$ cat src/rtl/bp_uart_bridge_pkg.sv
// Shared constants and UART framing state encodings for the bytepipe UART bridge.
package bp_uart_bridge_pkg;

  localparam int BP_W = 8;

  typedef enum logic [2:0] {
    ST_IDLE  = 3'd0,
    ST_START = 3'd1,
    ST_DATA  = 3'd2,
    ST_STOP  = 3'd3,
    ST_BREAK = 3'd4
  } uart_state_e;

endpackage

$ cat src/rtl/bp_uart_bridge_sync_2ff.sv
// Two-flop synchroniser for asynchronous pin inputs, with selectable reset level
// and clock-gate hold.
module bp_uart_bridge_sync_2ff #(
  parameter logic RST_VAL = 1'b1
) (
  input  logic i_clk,
  input  logic i_rst,
  input  logic i_cg,
  input  logic i_d,
  output logic o_q
);

  logic meta_q;
  logic sync_q;

  always_ff @(posedge i_clk or posedge i_rst) begin
    if (i_rst) begin
      meta_q <= RST_VAL;
      sync_q <= RST_VAL;
    end else if (i_cg) begin
      meta_q <= i_d;
      sync_q <= meta_q;
    end
  end

  assign o_q = sync_q;

endmodule

$ cat src/rtl/bp_uart_bridge.sv
// 8N1 UART <-> bytepipe bridge: RX deserialiser with a one-deep holding register,
// TX serialiser with valid/ready acceptance. RX and TX run independently.
module bp_uart_bridge
  import bp_uart_bridge_pkg::*;
#(
  parameter int CLKS_PER_BIT = 104
) (
  input  logic            i_clk,
  input  logic            i_rst,
  input  logic            i_cg,
  input  logic            i_uart_rx,
  output logic            o_uart_tx,
  output logic [BP_W-1:0] o_bp_data,
  output logic            o_bp_valid,
  input  logic            i_bp_ready,
  input  logic [BP_W-1:0] i_bp_data,
  input  logic            i_bp_valid,
  output logic            o_bp_ready,
  output logic            o_rx_overrun,
  output logic            o_rx_frame_err
);

  localparam int CNT_W = $clog2(CLKS_PER_BIT);
  localparam logic [CNT_W-1:0] CNT_FULL = CNT_W'(CLKS_PER_BIT - 1);
  localparam logic [CNT_W-1:0] CNT_HALF = CNT_W'(CLKS_PER_BIT / 2 - 1);

  logic rx_s;

  bp_uart_bridge_sync_2ff #(.RST_VAL(1'b1)) u_rx_sync (
    .i_clk (i_clk),
    .i_rst (i_rst),
    .i_cg  (i_cg),
    .i_d   (i_uart_rx),
    .o_q   (rx_s)
  );

  // ---------------- RX framing ----------------
  uart_state_e     rx_state_q, rx_state_d;
  logic [CNT_W-1:0] rx_cnt_q, rx_cnt_d;
  logic [2:0]       rx_idx_q, rx_idx_d;
  logic [BP_W-1:0]  rx_shift_q, rx_shift_d;
  logic             ferr_q, ferr_d;
  logic             rx_deliver;
  logic             rx_expired;

  always_comb begin
    rx_state_d = rx_state_q;
    rx_cnt_d   = rx_cnt_q;
    rx_idx_d   = rx_idx_q;
    rx_shift_d = rx_shift_q;
    ferr_d     = ferr_q;
    rx_deliver = 1'b0;
    rx_expired = (rx_cnt_q == '0);
    case (rx_state_q)
      ST_IDLE: begin
        if (!rx_s) begin
          rx_state_d = ST_START;
          rx_cnt_d   = CNT_HALF;
        end
      end
      ST_START: begin
        if (!rx_expired) begin
          rx_cnt_d = rx_cnt_q - 1'b1;
        end else if (rx_s) begin
          rx_state_d = ST_IDLE;
        end else begin
          rx_state_d = ST_DATA;
          rx_cnt_d   = CNT_FULL;
          rx_idx_d   = 3'd0;
        end
      end
      ST_DATA: begin
        if (!rx_expired) begin
          rx_cnt_d = rx_cnt_q - 1'b1;
        end else begin
          rx_shift_d = {rx_s, rx_shift_q[BP_W-1:1]};
          rx_cnt_d   = CNT_FULL;
          if (rx_idx_q == 3'd7) begin
            rx_state_d = ST_STOP;
          end else begin
            rx_idx_d = rx_idx_q + 3'd1;
          end
        end
      end
      ST_STOP: begin
        if (!rx_expired) begin
          rx_cnt_d = rx_cnt_q - 1'b1;
        end else if (rx_s) begin
          rx_deliver = 1'b1;
          rx_state_d = ST_IDLE;
        end else begin
          ferr_d     = 1'b1;
          rx_state_d = ST_BREAK;
        end
      end
      ST_BREAK: begin
        // Line held low past the stop bit: wait for idle before hunting again.
        if (rx_s) rx_state_d = ST_IDLE;
      end
      default: rx_state_d = ST_IDLE;
    endcase
  end

  always_ff @(posedge i_clk or posedge i_rst) begin
    if (i_rst) begin
      rx_state_q <= ST_IDLE;
      rx_cnt_q   <= '0;
      rx_idx_q   <= 3'd0;
      rx_shift_q <= '0;
      ferr_q     <= 1'b0;
    end else if (i_cg) begin
      rx_state_q <= rx_state_d;
      rx_cnt_q   <= rx_cnt_d;
      rx_idx_q   <= rx_idx_d;
      rx_shift_q <= rx_shift_d;
      ferr_q     <= ferr_d;
    end
  end

  // ---------------- RX holding register ----------------
  logic [BP_W-1:0] bp_data_q, bp_data_d;
  logic            bp_valid_q, bp_valid_d;
  logic            ovr_q, ovr_d;

  always_comb begin
    bp_data_d  = bp_data_q;
    bp_valid_d = bp_valid_q;
    ovr_d      = ovr_q;
    if (rx_deliver) begin
      // A handshake this cycle frees the slot, so the new byte can load.
      if (!bp_valid_q || i_bp_ready) begin
        bp_data_d  = rx_shift_q;
        bp_valid_d = 1'b1;
      end else begin
        ovr_d = 1'b1;
      end
    end else if (bp_valid_q && i_bp_ready) begin
      bp_valid_d = 1'b0;
    end
  end

  always_ff @(posedge i_clk or posedge i_rst) begin
    if (i_rst) begin
      bp_data_q  <= '0;
      bp_valid_q <= 1'b0;
      ovr_q      <= 1'b0;
    end else if (i_cg) begin
      bp_data_q  <= bp_data_d;
      bp_valid_q <= bp_valid_d;
      ovr_q      <= ovr_d;
    end
  end

  // ---------------- TX serialiser ----------------
  uart_state_e      tx_state_q, tx_state_d;
  logic [CNT_W-1:0] tx_cnt_q, tx_cnt_d;
  logic [2:0]       tx_idx_q, tx_idx_d;
  logic [BP_W-1:0]  tx_shift_q, tx_shift_d;
  logic             tx_line_q, tx_line_d;
  logic             tx_ready_q, tx_ready_d;
  logic             tx_expired;

  always_comb begin
    tx_state_d = tx_state_q;
    tx_cnt_d   = tx_cnt_q;
    tx_idx_d   = tx_idx_q;
    tx_shift_d = tx_shift_q;
    tx_line_d  = tx_line_q;
    tx_expired = (tx_cnt_q == '0);
    case (tx_state_q)
      ST_IDLE: begin
        tx_line_d = 1'b1;
        if (i_bp_valid && tx_ready_q) begin
          tx_shift_d = i_bp_data;
          tx_state_d = ST_START;
          tx_cnt_d   = CNT_FULL;
          tx_line_d  = 1'b0;
        end
      end
      ST_START: begin
        if (!tx_expired) begin
          tx_cnt_d = tx_cnt_q - 1'b1;
        end else begin
          tx_state_d = ST_DATA;
          tx_cnt_d   = CNT_FULL;
          tx_idx_d   = 3'd0;
          tx_line_d  = tx_shift_q[0];
          tx_shift_d = {1'b0, tx_shift_q[BP_W-1:1]};
        end
      end
      ST_DATA: begin
        if (!tx_expired) begin
          tx_cnt_d = tx_cnt_q - 1'b1;
        end else begin
          tx_cnt_d = CNT_FULL;
          if (tx_idx_q == 3'd7) begin
            tx_state_d = ST_STOP;
            tx_line_d  = 1'b1;
          end else begin
            tx_idx_d   = tx_idx_q + 3'd1;
            tx_line_d  = tx_shift_q[0];
            tx_shift_d = {1'b0, tx_shift_q[BP_W-1:1]};
          end
        end
      end
      ST_STOP: begin
        if (!tx_expired) begin
          tx_cnt_d = tx_cnt_q - 1'b1;
        end else begin
          tx_state_d = ST_IDLE;
        end
      end
      default: begin
        tx_state_d = ST_IDLE;
        tx_line_d  = 1'b1;
      end
    endcase
    tx_ready_d = (tx_state_d == ST_IDLE);
  end

  always_ff @(posedge i_clk or posedge i_rst) begin
    if (i_rst) begin
      tx_state_q <= ST_IDLE;
      tx_cnt_q   <= '0;
      tx_idx_q   <= 3'd0;
      tx_shift_q <= '0;
      tx_line_q  <= 1'b1;
      tx_ready_q <= 1'b1;
    end else if (i_cg) begin
      tx_state_q <= tx_state_d;
      tx_cnt_q   <= tx_cnt_d;
      tx_idx_q   <= tx_idx_d;
      tx_shift_q <= tx_shift_d;
      tx_line_q  <= tx_line_d;
      tx_ready_q <= tx_ready_d;
    end
  end

  assign o_uart_tx      = tx_line_q;
  assign o_bp_ready     = tx_ready_q;
  assign o_bp_data      = bp_data_q;
  assign o_bp_valid     = bp_valid_q;
  assign o_rx_overrun   = ovr_q;
  assign o_rx_frame_err = ferr_q;

endmodule
$ cat config.mk
export PLATFORM = sky130hd
export DESIGN_NAME = bp_uart_bridge
export DESIGN_NICKNAME = d
export VERILOG_FILES = /design/src/rtl/bp_uart_bridge_pkg.sv /design/src/rtl/bp_uart_bridge_sync_2ff.sv /design/src/rtl/bp_uart_bridge.sv
export SDC_FILE = /design/constraint.sdc
export NUM_CORES = 1
export LEC_CHECK = 0
export BUFFER_PORTS_ARGS = -buffer_cell sky130_fd_sc_hd__buf_2
export CAP_MARGIN = 25
export CORE_MARGIN = 4
export CORE_UTILIZATION = 54
export CTS_CLUSTER_SIZE = 25
export DETAILED_ROUTE_END_ITERATION = 7
export GPL_TIMING_DRIVEN = 0
export MAX_ROUTING_LAYER = met4
export PLACE_DENSITY = 0.73
export RECOVER_POWER = 100
export REMOVE_ABC_BUFFERS = 1
export SYNTH_ARGS = -nofsm -noshare
export SYNTH_HDL_FRONTEND = slang
export SYNTH_HIERARCHICAL = 1
export SYNTH_SLANG_ARGS = --single-unit
export TNS_END_PERCENT = 50
$ cat constraint.sdc
create_clock -name i_clk -period 3.2 [get_ports i_clk]
set_clock_uncertainty 0.05 [all_clocks]
set_input_delay 0.64 -clock i_clk [delete_from_list [all_inputs] [get_ports i_clk]]
set_output_delay 0.64 -clock i_clk [all_outputs]
set_load 0.02 [all_outputs]
After elaboration in Yosys (flattened, before gate mapping):

Cells that the tools add are included.

* word-level logic and storage cells: 126
* flip-flop bits (word level): 57
* input port bits: 14
* output and inout bits: 13

* equality and inequality tests: 25
* bitwise operators: 3
* reduce and logical (&&, ||, !) cells: 28
* $add $sub $neg: 4
* mux-type cells: 50

Operator list (count)
* 3-bit 2-to-1 mux: 19
* 7-bit 2-to-1 mux: 8
* 8-bit 2-to-1 mux: 4
* 7-bit case mux with 4 select lines: 1
* 2-bit inequality test, second input constant: 13
* 8-bit case mux with 3 select lines: 1
* 7-bit case mux with 3 select lines: 1
* 3-bit case mux with 5 select lines: 1
* 7-bit logical NOT: 2
* 7-bit by 1-bit subtractor with 7-bit output, second input constant: 2
* 3-bit by 2-bit equality test with 1-bit output, second input constant: 4
* 3-bit case mux with 2 select lines: 2
* 3-bit case mux with 4 select lines: 1
* 3-bit AND reduction: 4
* 4-bit AND reduction: 3
* 6-bit AND reduction: 2
* 1-bit 2-to-1 mux: 10
* 5-bit AND reduction: 2
* 3-bit equality test, second input constant: 3
* 3-bit logical NOT: 3
* 7-bit AND reduction: 1
* 3-bit by 1-bit adder with 3-bit output, second input constant: 2
* 3-bit by 1-bit equality test with 1-bit output, second input constant: 2
* 2-bit nonzero test: 3
* other kinds (11): 16

Longest topological paths before layout:

* depth after elaboration: 5
* mapped depth: 9
* mapped depth without buffers: 7

Modules after synthesis:

The synthesis kept the hierarchy.

By module, submodules not included
* bp_uart_bridge: cells an instance 263, area an instance 2742.6 um^2, instances 1
* bp_uart_bridge_sync_2ff: cells an instance 5, area an instance 78.8 um^2, instances 1

Worst setup path after synthesis:

Ideal clock, no wire load.

* path kind: register to register
* start point: register rx_cnt_q[0]
* end point: register bp_data_q[0], in the netlist o_bp_data[0]
* stages on the path, launching flop included: 10
* path slack: 0.717 ns
* data required time: 3.025 ns
* data arrival time: 2.308 ns
* library setup time: 0.125 ns
* cell sequence: dfrtp_1 > inv_1 > ha_1 > or4b_4 > or2_1 > buf_6 > nor3_2 > and3_1 > buf_4 > mux2_2

* word-level cells in the longest chain between the ends: 4

RTL lines
* start, declared: RTL line bp_uart_bridge.sv:39 `logic [CNT_W-1:0] rx_cnt_q, rx_cnt_d;`
* start signal, assigned: RTL line bp_uart_bridge.sv:113 `rx_cnt_q <= rx_cnt_d;`
* 7-bit logical NOT: RTL line bp_uart_bridge.sv:53 `rx_expired = (rx_cnt_q == '0);`
* 1-bit 2-to-1 mux: RTL line bp_uart_bridge.sv:86 `if (!rx_expired) begin`
* 1-bit 2-to-1 mux: RTL line bp_uart_bridge.sv:54 `case (rx_state_q)`
* 3-bit AND reduction (no line)
* end signal, assigned: RTL line bp_uart_bridge.sv:148 `bp_data_q <= bp_data_d;`
* end, declared: RTL line bp_uart_bridge.sv:121 `logic [BP_W-1:0] bp_data_q, bp_data_d;`

No other way between the ends.
A chain may end at the register's enable or synchronous reset.

Final worst setup path:

* start point: register rx_cnt_q[0]
* end point: register bp_data_q[7], in the netlist o_bp_data[7]

The elaborated chain is that of the path after synthesis.

==> results <==
- The flow ran to the end, but the final reports show violations.
- The final reports fail on capacitance limit, slew limit.
- STA classifies the critical path endpoint as a register.
- Walking the worst path, the cells encountered are inv_1 > ha_1 > or4b_1 > or2_1 > nor3_2 > and3_1 > mux2_2.
- Setup repair after global routing left no endpoint under its margin.
- In this run the number of H-tree levels came out at 3.
- The largest single stage delay on the critical path is 0.54 ns.
- The cell at the root of the clock tree is sky130_fd_sc_hd__clkbuf_8.
- The global-route wire length before repair is 9.25 mm.
- The final number of max-transition violations is 41.
- The worst supply voltage drop on vdd is 368 uV.
- In the synthesized netlist, the number of instances is 268.
- For the worst setup path, the data required time is 3.36 ns.
- Routability-driven placement finished with a final weighted congestion of 0.875.
- Data arrives at the worst endpoint at 3.02 ns.
- Clock-pin slew was measured on the worst setup and hold paths at 0.06 ns.
- Setup violations remaining at the end of the flow were counted as 0.
- The worst-margin pin slew is 1.72 ns.
- After floorplanning, the core was sized to cover 5070 um^2.
- The overall die height is 80.3 um.
- The floorplan has 26 rows.
- The HPWL after detailed placement is 3.52 mm.
- The main flop type after synthesis is sky130_fd_sc_hd__dfrtp_1.
- The maximum count of clock buffers along a single path is 2.
- Post-CTS repair changed the size of 0 cells.
- The critical path startpoint is rx_cnt_q[0].
- For the worst-skew pair, the clock arrives at the later sink with an insertion delay of 0.33 ns.
- TritonCTS built the clock tree.
- Dividing the detail-routed via count by the number of cells gives 5.46.
- The number of antenna violations at the first check in global routing is 0.
- The type of element launching the critical path is a register.
- The overall overflow remaining after global route is 0.
- In the routed design, unresolved DRC markers number 0.
- The average size of a mapped cell is 10.5 um^2.
- The die covers 6450 um^2.
- The leading cell type by number of instances after synthesis is sky130_fd_sc_hd__dfrtp_1.
- Hold repair after CTS inserted 0 buffers.
- The netlist area before placement is 2820 um^2.
- In the global route stage, overall resource usage came out at 19.0%.
- The repair_antennas step left the layout with diodes totalling 0.
- The path type of the worst setup path is register to register.
- The x dimension of the die is 80.3 um.
- The via count of the first global-routing pass came to 2085.
- The worst slew margin relative to its limit is -14.9%.
- For this design, the sink count on the clock tree is 57.
- The initial detailed-routing violation count is 105.
- The worst register-to-register path begins at rx_cnt_q[0].
- Max-cap violations in this run came to 1.
- The average detailed-routed wire length per instance is 13.6 um.
- The number of enable flip-flop cells after synthesis is 0.
- The TritonCTS buffer count is 9.
- The share of synthesized registers carrying an async set or reset is 100%.
- The final hold violation count is 0.
- The area added between synthesis and finish is 13.4%.
- For this run, the register share of the synthesized area comes to 50.7%.
- The largest fanout of any net on the critical path is 8.
- The number of optimization iterations in the first detailed-route pass is 4.
- Across all register-to-register paths, the minimum setup slack is 0.33 ns.
- The number of setup buffers added after CTS is 0.
- The biggest area consumer among synthesized cells is sky130_fd_sc_hd__dfrtp_1.
- The post-route minimum period is 2.87 ns.
- The synthesized netlist contains 52 unique library cells.
- The top-level port count is 27.
- The maximum number of pins on one net before global-route repair is 41.
- By area the synthesized netlist is led by sky130_fd_sc_hd__dfrtp_1 47%, sky130_fd_sc_hd__mux2_2 7.6%, sky130_fd_sc_hd__nand2_1 4.0%.
- In this run the remaining antenna-violating nets after routing total 0.
- The area fraction of the dominant cell type after synthesis is 47.0%.
- The cell with the largest stage delay on the worst path is sky130_fd_sc_hd__or4b_1.
- In the final layout, the share of cells above drive strength 1 is 19.4%.
- Sorting the synthesized cells by how often they occur yields 53 x sky130_fd_sc_hd__dfrtp_1, 30 x sky130_fd_sc_hd__nand2_1, 19 x sky130_fd_sc_hd__mux2_2.
- In the finished design, the share of the clock period the worst path needs comes to 89.6%.
- In this run the static leakage power is 0.00147 uW.
- The post-synthesis register bit count is 57.
- Summed over all layers, the routed wires come to 5.01 mm.
- The net total in the final layout is 315.
- For this run, the number of Yosys warnings is 6.
- The number of I/O port buffers is 26.
- For this design the ratio of total power to cell area is 682 nW/um^2.
- The path class of the tightest hold or removal check is primary input to async pin.
- The final-layout setup total negative slack is 0 ns.
- The detailed router placed 2013 vias in this run.
- Derived from the worst setup path, the maximum achievable clock frequency is 349 MHz.
- The post-route core utilization is 63.1%.
- The initial utilization of the core area, before any placement, comes to 55.6%.
[cell families after synthesis]
group	after synthesis	synth area share (%)
simple gates	90	16.9
compound gates	57	13.1
flops	57	50.7
mux	27	10.4
buf+inv	23	3.50
xor+xnor	7	2.17
fa+ha+maj	7	3.10
[critical path, delay by kind of cell, from the launching register on]
kind	cells	cell delay [ns]
AND/OR/NAND/NOR	4	1.68
adder cells (fa/ha/maj)	1	0.16
multiplexers	1	0.39
buffers and inverters	1	0.07
flip-flops	1	0.40
[stage by stage]
| step | setup slack, ns | cells | instance area [um^2] | power, uW | hold WS (ns) |
|---|---|---|---|---|---|
| after floorplan | 0.678 | 255 | 2760 | 1330 | 0.388 |
| after global placement | 0.428 | 351 | 2980 | 1420 | 0.403 |
| after detailed placement | 0.429 | 353 | 3000 | 1440 | 0.391 |
| after CTS | 0.380 | 369 | 3230 | 2210 | 0.244 |
| after global routing | 0.182 | 369 | 3200 | 2330 | 0.286 |
| final | 0.333 | 369 | 3200 | 2180 | 0.276 |
[state kept, by name, indices dropped and copies added, names as in the netlist]
signal and flops:
tx_state_q 3, o_uart_tx 1, tx_cnt_q 7, o_bp_ready 1, tx_idx_q 3, o_bp_data 8
o_bp_valid 1, u_rx_sync/meta_q 1, u_rx_sync/o_q 1, rx_shift_q 8, rx_idx_q 3, tx_shift_q 8
rx_cnt_q 7, o_rx_overrun 1, rx_state_q 3, o_rx_frame_err 1
[final timing paths]
kind	end	depth (start not counted)
setup / recovery	o_bp_data[7]	7
hold / removal	u_rx_sync/o_q	2
setup reg to reg	o_bp_data[7]	7
hold reg to reg	o_rx_frame_err	1
max in group asynchronous	tx_cnt_q[0]	3
min in group i_clk	o_rx_frame_err	1
[layer usage]
layer | part of all wire (%) | routed length, um | up-vias | global-route usage, %
met1 | 48 | 2380 | 968 | 23.9
met4 | 1.6 | 79 | 0 | 7.09
met3 | 4.1 | 207 | 6 | 5.72
met2 | 47 | 2340 | 30 | 29.1
li1 | - | - | 1009 | -
met5 | 0 | 0 | - | -
[layout by cell type, fill, tap and decap left out, types with 3 or more instances in the layout]
cell type,Yosys,layout
sky130_fd_sc_hd__nor3_1,3,3
sky130_fd_sc_hd__inv_1,10,10
sky130_fd_sc_hd__or2_2,4,4
sky130_fd_sc_hd__nor2b_1,4,4
sky130_fd_sc_hd__nand4_1,6,6
sky130_fd_sc_hd__a21oi_1,15,15
sky130_fd_sc_hd__and2_0,1,4
sky130_fd_sc_hd__buf_2,1,11
sky130_fd_sc_hd__mux2i_1,8,8
sky130_fd_sc_hd__o21ai_0,16,16
sky130_fd_sc_hd__nand3_1,3,3
sky130_fd_sc_hd__ha_1,7,7
sky130_fd_sc_hd__dfstp_2,4,4
sky130_fd_sc_hd__xor2_1,4,4
sky130_fd_sc_hd__mux2_2,19,19
sky130_fd_sc_hd__xnor2_1,3,3
sky130_fd_sc_hd__nand2_1,30,30
sky130_fd_sc_hd__nor2_1,16,16
sky130_fd_sc_hd__dfrtp_1,53,53
sky130_fd_sc_hd__clkbuf_1,10,16
sky130_fd_sc_hd__nand2b_1,6,6
sky130_fd_sc_hd__clkbuf_8,0,11
[report_power, final]
part | internal [uW] | switching, uW
registers | 876 | 123
clock network | 478 | 284
logic | 195 | 226
[layout make-up]
cell class,count,area (um^2)
inverters,10,37.5
fillers,443,1870
flip-flops and latches,57,1430
repair buffers,28,128
clock buffers,11,151
well taps,70,87.6
multi-input cells,188,1290
clock inverters,5,77.6
(Power assumes the default switching activity.)
